<file path="config.mk">
export PLATFORM = sky130hd
export DESIGN_NAME = la_iocfg_ctrl
export DESIGN_NICKNAME = d
export VERILOG_FILES = /design/src/rtl/la_iocfg_ctrl.sv
export SDC_FILE = /design/constraint.sdc
export NUM_CORES = 1
export LEC_CHECK = 0
export BUFFER_PORTS_ARGS = -buffer_cell sky130_fd_sc_hd__buf_2
export CAP_MARGIN = 15
export CORE_ASPECT_RATIO = 1.4
export CORE_UTILIZATION = 50
export DETAILED_ROUTE_END_ITERATION = 16
export GPL_TIMING_DRIVEN = 0
export PLACE_DENSITY_LB_ADDON = 0.05
export SLEW_MARGIN = 10
export SYNTH_ARGS = -nofsm -noshare
export SYNTH_HDL_FRONTEND = slang
export SYNTH_SLANG_ARGS = --single-unit
</file>
<file path="constraint.sdc">
create_clock -name clk -period 2.3 [get_ports clk]
set_input_delay 0.23 -clock clk [delete_from_list [all_inputs] [get_ports clk]]
set_output_delay 0.23 -clock clk [all_outputs]
set_load 0.02 [all_outputs]
</file>
<file path="src/rtl/la_iocfg_ctrl.sv">
`timescale 1ns/1ps
// la_iocfg_ctrl: loads per-pad config words into the IO ring serial chain, then strobes a capture
module la_iocfg_ctrl #(
   parameter int NPADS = 16,
   parameter int CFGW  = 13,
   parameter int DIVW  = 4,
   parameter int IW    = (NPADS > 1) ? $clog2(NPADS) : 1
) (
   input  logic            clk,
   input  logic            nreset,
   input  logic            start,
   input  logic            abort,
   input  logic [DIVW-1:0] div,
   output logic [IW-1:0]   cfg_idx,
   input  logic [CFGW-1:0] cfg_data,
   output logic            busy,
   output logic            done,
   output logic            aborted,
   output logic            ser_clk,
   output logic            ser_data,
   output logic            ser_load
);
   localparam int BW = (CFGW > 1) ? $clog2(CFGW) : 1;
   typedef enum logic [2:0] {IDLE, FETCH, SHIFT_LO, SHIFT_HI, LATCH, DONE} state_t;
   state_t state, nxt;
   logic [DIVW-1:0] dv, cnt;
   logic [CFGW-1:0] shreg, shreg_nxt;
   logic [BW-1:0] bitcnt, bitcnt_nxt;
   logic [IW-1:0] idx_nxt;
   logic phase_end;
   // next-state, shift register, bit and pad index sequencing; abort overrides everything
   always_comb begin
      phase_end = (cnt == dv);
      nxt = state;
      shreg_nxt = shreg;
      bitcnt_nxt = bitcnt;
      idx_nxt = cfg_idx;
      case (state)
         IDLE: if (start) begin
            nxt = FETCH;
            idx_nxt = IW'(NPADS - 1);
         end
         FETCH: begin
            shreg_nxt = cfg_data;
            bitcnt_nxt = BW'(CFGW - 1);
            nxt = SHIFT_LO;
         end
         SHIFT_LO: if (phase_end) nxt = SHIFT_HI;
         SHIFT_HI: if (phase_end) begin
            shreg_nxt = shreg << 1;
            if (bitcnt != '0) begin
               bitcnt_nxt = bitcnt - 1'b1;
               nxt = SHIFT_LO;
            end else if (cfg_idx != '0) begin
               idx_nxt = cfg_idx - 1'b1;
               nxt = FETCH;
            end else nxt = LATCH;
         end
         LATCH: if (phase_end) nxt = DONE;
         default: nxt = IDLE;
      endcase
      if (abort) nxt = IDLE;
   end
   // state and datapath registers; outputs are decoded from the next state so they are glitch-free and aligned with it
   always_ff @(posedge clk or negedge nreset) begin
      if (!nreset) begin
         state <= IDLE;
         dv <= '0;
         cnt <= '0;
         shreg <= '0;
         bitcnt <= '0;
         cfg_idx <= '0;
         busy <= 1'b0;
         done <= 1'b0;
         aborted <= 1'b0;
         ser_clk <= 1'b0;
         ser_data <= 1'b0;
         ser_load <= 1'b0;
      end else begin
         state <= nxt;
         shreg <= shreg_nxt;
         bitcnt <= bitcnt_nxt;
         cfg_idx <= idx_nxt;
         cnt <= (nxt != state) ? '0 : cnt + 1'b1;
         if (state == IDLE && start) dv <= div;
         busy <= nxt == FETCH || nxt == SHIFT_LO || nxt == SHIFT_HI || nxt == LATCH;
         done <= nxt == DONE;
         aborted <= abort && state != IDLE;
         ser_clk <= nxt == SHIFT_HI;
         ser_data <= (nxt == SHIFT_LO || nxt == SHIFT_HI) ? shreg_nxt[CFGW-1] : 1'b0;
         ser_load <= nxt == LATCH;
      end
   end
endmodule

</file>
==> run_results.csv, run 1 <==
group,metric,value,unit
status,status,"completed",
clock_tree,cts_sinks,38,
clock_tree,cts_buffers,5,
clock_tree,clockRootBuffer,"clkbuf_8",
clock_tree,cts_tree,"yes",
route,drc,0,
pwr,swShare,0.3114,
placed_design,port-buffer-count,29,
setup_path,crit_chain,"xor2_1 > or4_4 > a21o_4 > buf_6 > a222oi_1 > inv_1",
timing,rsz0062_at_grt,"no",
hold_path,hp-class,"in2async",
final_layout,nNetsFinal,237,
synth,synthTopCellsByArea,"dfrtp_1 51%, a222oi_1 5.9%, mux2_2 4.2%",
synth,synth-seq-cells,38,
placed_design,dpl_cell_area,2058,um^2
global_route,grt_first_pass_wirelength,6313,um
placed_design,hpwl,2789,um
clock_tree,clk_latency,290,ps
timing,timing.fmax,466.3,MHz
global_route,grt_use_total,0.2234,
setup_path,cp_num_buf_inv,2,
timing,fin_ws,155.6,ps
clock_tree,cts_buffer_depth,2,
timing,hold_slack,34.24,ps
clock_tree,htreeDepth,2,
die,core-area,3472,um^2
global_route,grt_pass1_vias,1523,
synth,synthesis.area,1863,um^2
synth,synth_cell_types,43,
die,rows,25,
timing,min_period,2144,ps
final_layout,insertedDiodeCount,0,
setup_path,worstPathMaxFanout,10,
die,die-area,3978,um^2
placed_design,gp_congestion,0.9202,
synth,synth_commonest_cells,"38 x dfrtp_1, 20 x inv_1, 11 x a222oi_1",
synth,yosysTopAreaCell,"dfrtp_1",
die,pin_count,31,
die,initial_utilization,0.5366,
final_layout,area_growth,15.98,%
clock_tree,cts_setup_buffers,0,
flow_run,maxCapViolations,0,
setup_path,cp_slowest_cell,"or4_4",
timing,relSlewSlack,0.4543,
global_route,overflow,0,
timing,finalSetupViolCount,0,
synth,syn_avg_cell_area,10.53,um^2
timing,tightest_slew,818.6,ps
route,firstDrtPassIters,4,
synth,syn_nets,201,
placed_design,place_worst_setup_slack,-72.45,ps
setup_path,crit_family,"compound AO/OA/AOI/OAI gates",
pwr,switchingPower,581.5,uW
pwr,p_leak,1.037,nW
timing,drv_slew,0,
die,die_w,53.59,um
global_route,grt_max_degree,39,
timing,hold_violations,0,
pwr,comb_power_share,0.253,
timing,fin_crit_sh,0.9323,
synth,synth_cells,177,
synth,async_flop_share,1.000,
clock_tree,path_clk_slew,70,ps
synth,yosysMostFrequentCell,"dfrtp_1",
setup_path,cp.required,2460,ps
setup_path,max_stage_delay,590,ps
pwr,intPower,1.286,mW
die,fp.dieH,74.23,um
synth,synth_edf_count,0,
pwr,power.density,864.4,nW/um^2
route,wire_per_inst,14.66,um
setup_path,start_kind,"register",
synth,ys_warn_count,0,
route,avgViaCountPerCell,5.795,
pwr,p_seq_frac,0.501,
setup_path,path_class,"reg2reg",
route,final_antenna_net_count,0,
pwr,pwr-share-clk,0.246,
pwr,vdd_ir_drop_max,0.6658,mV
final_layout,drive_gt1_frac,0.2430,
route,initialDrtViolationCount,83,
final_layout,design_area,2161,um^2
route,num_vias,1472,
route,drt_wl_total,3724,um
timing,clock_skew,4.365,ps
setup_path,cp.arrival,2310,ps
synth,yosysTopAreaCellShare,0.5104,
setup_path,cp-end-kind,"register",
synth,ys_seq_area_frac,0.5104,
global_route,antenna_found_initial,0,
synth,synth_ff_type,"dfrtp_1",
==> layout by cell type (no fill, tap or decap), types with 5 or more instances in the layout <==
| master | n |
|---|---|
| nor2_1 | 10 |
| buf_2 | 30 |
| o21ai_1 | 5 |
| a21oi_1 | 8 |
| a222oi_1 | 11 |
| mux2_2 | 7 |
| dfrtp_1 | 38 |
| xor2_1 | 6 |
| inv_1 | 20 |
| clkbuf_8 | 6 |
| nand2_1 | 7 |
| clkbuf_1 | 8 |
==> layout make-up <==
cell class / instances / area (um^2)
Fill cell: 306 / 1311
Sequential cell: 38 / 950.9
Multi-Input combinational cell: 110 / 805.8
Timing Repair Buffer: 29 / 145.1
Clock buffer: 7 / 86.33
Inverter: 20 / 75.07
Tap cell: 40 / 50.05
Buffer: 9 / 42.54
Clock inverter: 1 / 5.005
==> worst paths after layout <==
kind                                      start              endpoint  slack [ps]  depth (start not counted)
setup / recovery               cnt[1]$_DFF_PN0_  shreg[1]$_DFFE_PN0P_         160                          6
hold / removal                           nreset  shreg[1]$_DFFE_PN0P_          30                          1
setup reg to reg               cnt[1]$_DFF_PN0_  shreg[1]$_DFFE_PN0P_         160                          6
hold reg to reg            shreg[3]$_DFFE_PN0P_  shreg[4]$_DFFE_PN0P_         500                          2
max in group asynchronous                nreset    state[1]$_DFF_PN0_        1750                          1
min in group clk                    cfg_data[0]  shreg[0]$_DFFE_PN0P_         170                          2
==> power by group through the flow <==
stage	Sequential, mW	Clock (mW)	Combinational (mW)
floorplan	0.923	0	0.355
global placement	0.932	0	0.453
finish	0.936	0.459	0.473
detailed placement	0.940	0	0.472
CTS	0.930	0.475	0.476
global route	0.953	0.498	0.540
==> metrics by stage <==
step	utilization	cells	setup TNS, ps	power [mW]
after CTS	0.6205	254	0	1.881
final	0.6223	254	0	1.868
after global routing	0.6223	254	0	1.991
after floorplan	-	177	0	1.278
after detailed placement	0.5928	246	-72.45	1.412
after global placement	0.5928	246	0	1.385
==> kinds of logic after synthesis <==
family	count (synthesis)	share of synthesized area
adder cells (fa/ha/maj)	3	0.02015
flip-flops	38	0.5104
AND/OR/NAND/NOR	51	0.1558
multiplexers	8	0.04769
buffers and inverters	29	0.06313
AO/OA/AOI/OAI	41	0.1699
XOR/XNOR	7	0.03291
==> sequential cells by signal, indices dropped and copies added, names as in the netlist <==
name	cells
done	1
ser_data	1
ser_clk	1
state	3
bitcnt	4
aborted	1
busy	1
shreg	13
cfg_idx	4
dv	4
ser_load	1
cnt	4
==> metal layers <==
metal / track usage / up-vias / share of wire
met5: 0 / - / 0
met4: 0.1228 / 0 / 0.0067
met3: 0.04703 / 2 / 0.044
met2: 0.4222 / 51 / 0.54
met1: 0.2149 / 705 / 0.41
li1: - / 714 / -
==> repair_timing <==
item                       CTS  global route
resized for setup            1             1
setup endpoints to repair    1             1
hold buffers                 0             0
Power figures use the tool's default switching activity.
==> run 2: changes to the inputs <==
Settings changed: CORE_MARGIN set to 2.
==> run 2 against run 1 <==
  * Combinational power grew 2%
  * Core utilization down 0.73 points
  * Global-route usage fell by 2.5 points
  * Fmax is 1.1% lower
  * Worst hold slack worse by 5.3 ps
  * Worst setup slack worse by 25 ps
  * Clock power rose by 52%
  * Power rose by 13%
  * Final cell count rose by 0.79%
  * Via count is 1.4% higher
  * Sequential share of layout area shrank 1.2 points
  * Critical path type unchanged
==> run_results.csv, run 2 (synthesis gave the netlist of run 1 again) <==
group,metric,value,unit
status,status,"completed",
placed_design,placed_cells,248,
timing,timing.fmax,461.0,MHz
setup_path,rrSetupSlack,130,ps
route,firstDrtPassIters,4,
global_route,grt_use_total,0.1981,
route,avgViaCountPerCell,5.832,
placed_design,gp_congestion,0.9190,
pwr,vdd_ir_drop_max,1.007,mV
clock_tree,clockRootBuffer,"clkbuf_8",
clock_tree,cts_buffers,5,
timing,tightest_slew,868.5,ps
global_route,antenna_found_initial,0,
die,die-area,4237,um^2
clock_tree,htreeDepth,2,
setup_path,cp-end-kind,"register",
route,final_antenna_net_count,0,
timing,rsz0062_at_grt,"no",
die,fp.dieH,76.23,um
route,wire_per_inst,15.46,um
timing,hold_violations,0,
placed_design,hpwl,2950,um
final_layout,nNetsFinal,237,
timing,fin_crit_sh,0.9431,
global_route,grt_max_degree,39,
pwr,p_leak,1.059,nW
final_layout,max_flop_register,"shreg",
final_layout,fin_cells,256,
setup_path,cp.arrival,2330,ps
hold_path,hp-class,"in2async",
clock_tree,cts_tree,"yes",
global_route,overflow,0,
final_layout,area_growth,19.21,%
clock_tree,cts_sinks,38,
setup_path,crit_chain,"xor2_1 > or4_4 > a21o_4 > buf_6 > a222oi_1 > inv_1",
timing,finalSetupViolCount,0,
placed_design,port-buffer-count,29,
clock_tree,clk_latency,300,ps
setup_path,cp_num_cells,6,
pwr,power.density,953.6,nW/um^2
route,drc,0,
setup_path,worstPathMaxFanout,10,
route,drt_wl_total,3958,um
global_route,grt_pass1_vias,1523,
final_layout,post-route-util,0.6150,
flow_run,maxCapViolations,0,
placed_design,dpl_cell_area,2061,um^2
final_layout,drive_gt1_frac,0.2477,
setup_path,r2r_end,"shreg[5]$_DFFE_PN0P_",
setup_path,reg2reg_depth,6,
final_layout,largest_reg_flops,13,
final_layout,insertedDiodeCount,0,
clock_tree,cts_buffer_depth,2,
clock_tree,path_clk_slew,80,ps
route,num_vias,1493,
die,initial_utilization,0.5159,
setup_path,rr_startpoint,"cnt[1]$_DFF_PN0_",
die,rows,26,
timing,clock_skew,16.31,ps
die,pin_count,31,
setup_path,cp_slowest_cell,"or4_4",
final_layout,mostFrequentLayoutCell,"dfrtp_1",
setup_path,cp_num_buf_inv,2,
die,core-area,3611,um^2
setup_path,critPathLaunch,"cnt[1]$_DFF_PN0_",
final_layout,design_area,2221,um^2
timing,drv_slew,0,
global_route,grt_first_pass_wirelength,6637,um
die,die_w,55.59,um
setup_path,start_kind,"register",
final_layout,final_cell_mix,"38 x dfrtp_1, 30 x buf_2, 20 x inv_1, 11 x a222oi_1, 10 x nor2_1",
setup_path,crit_family,"compound AO/OA/AOI/OAI gates",
route,initialDrtViolationCount,97,
clock_tree,cts_setup_buffers,0,
setup_path,cp.required,2460,ps
timing,relSlewSlack,0.4210,
setup_path,max_stage_delay,600,ps
timing,min_period,2169,ps
setup_path,cp-endpoint,"shreg[5]$_DFFE_PN0P_",
setup_path,path_class,"reg2reg",
## run 2: cell count changes in the layout (fill, tap and decap cells not counted)
cell,previous run,this run
nor3_2,1,0
clkinv_2,1,0
clkbuf_1,8,7
bufinv_16,0,2
nor3_4,0,1
## run 2: stage by stage
step | hold slack, ps | setup WS [ps] | setup TNS, ps | power (mW)
after floorplan | -65.59 | 316.1 | 0 | 1.278
after global placement | 364.6 | -21.26 | -21.26 | 1.383
after detailed placement | 374.9 | -93.47 | -93.47 | 1.419
after CTS | 52.07 | 92.49 | 0 | 2.124
after global routing | 103.9 | 8.785 | 0 | 2.226
final | 28.95 | 130.9 | 0 | 2.118
## run 2: power by group
part | leakage, nW | internal (mW) | switching [mW]
clock network | 0.0714 | 0.463 | 0.234
logic | 0.523 | 0.226 | 0.257
registers | 0.465 | 0.821 | 0.117
## run 2: cell type report
cell class / instances / area (um^2)
Sequential cell: 38 / 950.9
Inverter: 20 / 75.07
Multi-Input combinational cell: 110 / 812.0
Clock inverter: 2 / 60.06
Clock buffer: 6 / 82.58
Tap cell: 42 / 52.55
Timing Repair Buffer: 29 / 145.1
Buffer: 9 / 42.54
Fill cell: 326 / 1390
## run 2: worst reg2reg max path: stages (launching register included)
cell and delay, ps:
dfrtp_1 420, xor2_1 170, or4_4 600, a21o_4 270, buf_6 140, a222oi_1 360, inv_1 70
## run 2: timing repair
| item | 4_1_cts | 5_1_grt |
|---|---|---|
| endpoints found under the setup margin | 1 | 2 |
| cloned | 0 | 0 |
| resized for setup | 1 | 2 |
| hold buffers | 0 | 0 |
## run 2: how the worst min path moves through the flow
| stage | from | end | slack [ps] | cells past startpoint |
|---|---|---|---|---|
| floorplan | nreset | aborted$_DFF_PN0_ | -70 | 0 |
| global placement | nreset | dv[0]$_DFFE_PN0P_ | 360 | 1 |
| detailed placement | nreset | dv[0]$_DFFE_PN0P_ | 370 | 1 |
| CTS | nreset | dv[2]$_DFFE_PN0P_ | 50 | 1 |
| global route | nreset | dv[2]$_DFFE_PN0P_ | 100 | 1 |
| finish | nreset | dv[2]$_DFFE_PN0P_ | 30 | 1 |
## run 2: routing by layer
metal / global-route usage / part of all wire / routed length (um) / up-vias
li1: - / - / - / 716
met1: 0.2077 / 0.39 / 1525 / 723
met2: 0.3643 / 0.55 / 2158 / 44
met3: 0.04584 / 0.041 / 163 / 10
met4: 0.09268 / 0.028 / 111 / 0
met5: 0 / 0 / 0 / -
==> run 3: changes to the inputs <==
Settings changed: MAX_ROUTING_LAYER set to met4.
==> run 3 against run 2 <==
  * Largest cell class unchanged
  * Fmax shrank 0.17%
  * Power shrank 0.10%
  * Count of clock-buffer cells in the layout is the same
  * Register-to-register slack is essentially flat
  * Final cell count is the same
  * Wire length is essentially flat
  * First-iteration DRC count grew 8.2%
  * Sequential power is essentially flat
  * Critical path depth is the same
  * Highest routed layer unchanged
==> run_results.csv, run 3 (synthesis gave the netlist of run 1 again) <==
group,metric,value,unit
global_route,grt_use_total,0.2037,
final_layout,max_flop_register,"shreg",
pwr,vdd_ir_drop_max,1.002,mV
timing,hold_violations,0,
final_layout,design_area,2221,um^2
die,rows,26,
setup_path,path_class,"reg2reg",
placed_design,gp_congestion,0.9351,
setup_path,worstPathMaxFanout,10,
timing,finalSetupViolCount,0,
pwr,power.density,952.7,nW/um^2
die,pin_count,31,
clock_tree,cts_tree,"yes",
die,core-area,3611,um^2
timing,rsz0062_at_grt,"no",
clock_tree,cts_sinks,38,
placed_design,hpwl,2950,um
route,avgViaCountPerCell,5.801,
placed_design,place_worst_setup_slack,-93.47,ps
flow_run,maxCapViolations,0,
clock_tree,cts_buffer_depth,2,
global_route,overflow,0,
global_route,gr-usage-met3,0.04584,
global_route,grt_first_pass_wirelength,6630,um
final_layout,insertedDiodeCount,0,
final_layout,final_cell_mix,"38 x dfrtp_1, 30 x buf_2, 20 x inv_1, 11 x a222oi_1, 10 x nor2_1",
final_layout,nNetsFinal,237,
clock_tree,htreeDepth,2,
setup_path,cp-end-kind,"register",
setup_path,cp.required,2460,ps
timing,relSlewSlack,0.4350,
clock_tree,clk_latency,300,ps
hold_path,hp-class,"in2async",
setup_path,start_kind,"register",
global_route,grt_max_degree,39,
final_layout,mostFrequentLayoutCell,"dfrtp_1",
timing,tightest_slew,847.4,ps
clock_tree,path_clk_slew,80,ps
timing,drv_slew,0,
final_layout,largest_reg_flops,13,
placed_design,port-buffer-count,29,
route,firstDrtPassIters,4,
route,num_vias,1485,
setup_path,cp.arrival,2340,ps
global_route,busiest_layer,"met2",
final_layout,post-route-util,0.6150,
final_layout,area_growth,19.21,%
status,status,"completed",
clock_tree,clockRootBuffer,"clkbuf_8",
final_layout,num-fill-cells,326,
timing,clock_skew,15.93,ps
timing,timing.fmax,460.2,MHz
placed_design,dpl_cell_area,2061,um^2
pwr,p_total,2.116,mW
clock_tree,cts_buffers,5,
die,fp.dieH,76.23,um
die,die_w,55.59,um
global_route,antenna_found_initial,0,
timing,fin_crit_sh,0.9447,
die,initial_utilization,0.5159,
timing,fin_ws,127.2,ps
route,drc,0,
route,final_antenna_net_count,0,
global_route,grt_pass1_vias,1523,
timing,min_period,2173,ps
clock_tree,cts_setup_buffers,0,
timing,hold_slack,30.63,ps
global_route,grtUsageMet2,0.3655,
route,wire_per_inst,15.47,um
final_layout,drive_gt1_frac,0.2477,
global_route,met1_usage,0.2065,
route,drt_wl_total,3960,um
die,die-area,4237,um^2
pwr,p_leak,1.059,nW
route,initialDrtViolationCount,105,
-- run 3: worst paths after layout --
kind | to | cells past startpoint | slack [ps] | start
worst max-delay path | shreg[5]$_DFFE_PN0P_ | 6 | 130 | cnt[1]$_DFF_PN0_
worst max register to register | shreg[5]$_DFFE_PN0P_ | 6 | 130 | cnt[1]$_DFF_PN0_
worst min register to register | shreg[3]$_DFFE_PN0P_ | 2 | 500 | shreg[2]$_DFFE_PN0P_
worst min-delay path | dv[2]$_DFFE_PN0P_ | 1 | 30 | nreset
max in group asynchronous | shreg[6]$_DFFE_PN0P_ | 1 | 1720 | nreset
min in group clk | dv[3]$_DFFE_PN0P_ | 2 | 160 | div[3]
-- run 3: per-layer routing --
layer | share of wire | vias up
met2 | 0.55 | 47
met3 | 0.041 | 10
met5 | 0 | -
met1 | 0.38 | 714
li1 | - | 714
met4 | 0.028 | 0
-- run 3: repair_timing --
item                                    4_1_cts  5_1_grt
resized for setup                             1        2
hold buffers                                  0        0
pin swaps                                     0        0
endpoints found under the setup margin        1        2
-- run 3: area by class of cell --
cell class,count,area [um^2],share of cell area
Buffer,9,42.54,0.01915
Clock buffer,6,82.58,0.03718
Clock inverter,2,60.06,0.02704
Inverter,20,75.07,0.03380
Multi-Input combinational cell,110,812.0,0.3656
Sequential cell,38,950.9,0.4282
Tap cell,42,52.55,0.02366
Timing Repair Buffer,29,145.1,0.06535
-- run 3: worst max-delay path, cell delays in order (launching register included) --
cell      delay, ps
dfrtp_1         420
xor2_1          170
or4_4           600
a21o_4          270
buf_6           140
a222oi_1        370
inv_1            70
-- run 3: per-stage QoR --
step           std cells  setup TNS [ps]
6_report             256               0
3_5_place_dp         248          -93.47
5_1_grt              256               0
4_1_cts              256               0
2_1_floorplan        177               0
3_3_place_gp         248          -21.26
-- run 3: report_power, final --
group / leakage, nW / internal (mW) / switching [mW]
Sequential: 0.465 / 0.821 / 0.117
Combinational: 0.523 / 0.226 / 0.257
Clock: 0.0714 / 0.463 / 0.231
Total: 1.06 / 1.51 / 0.606
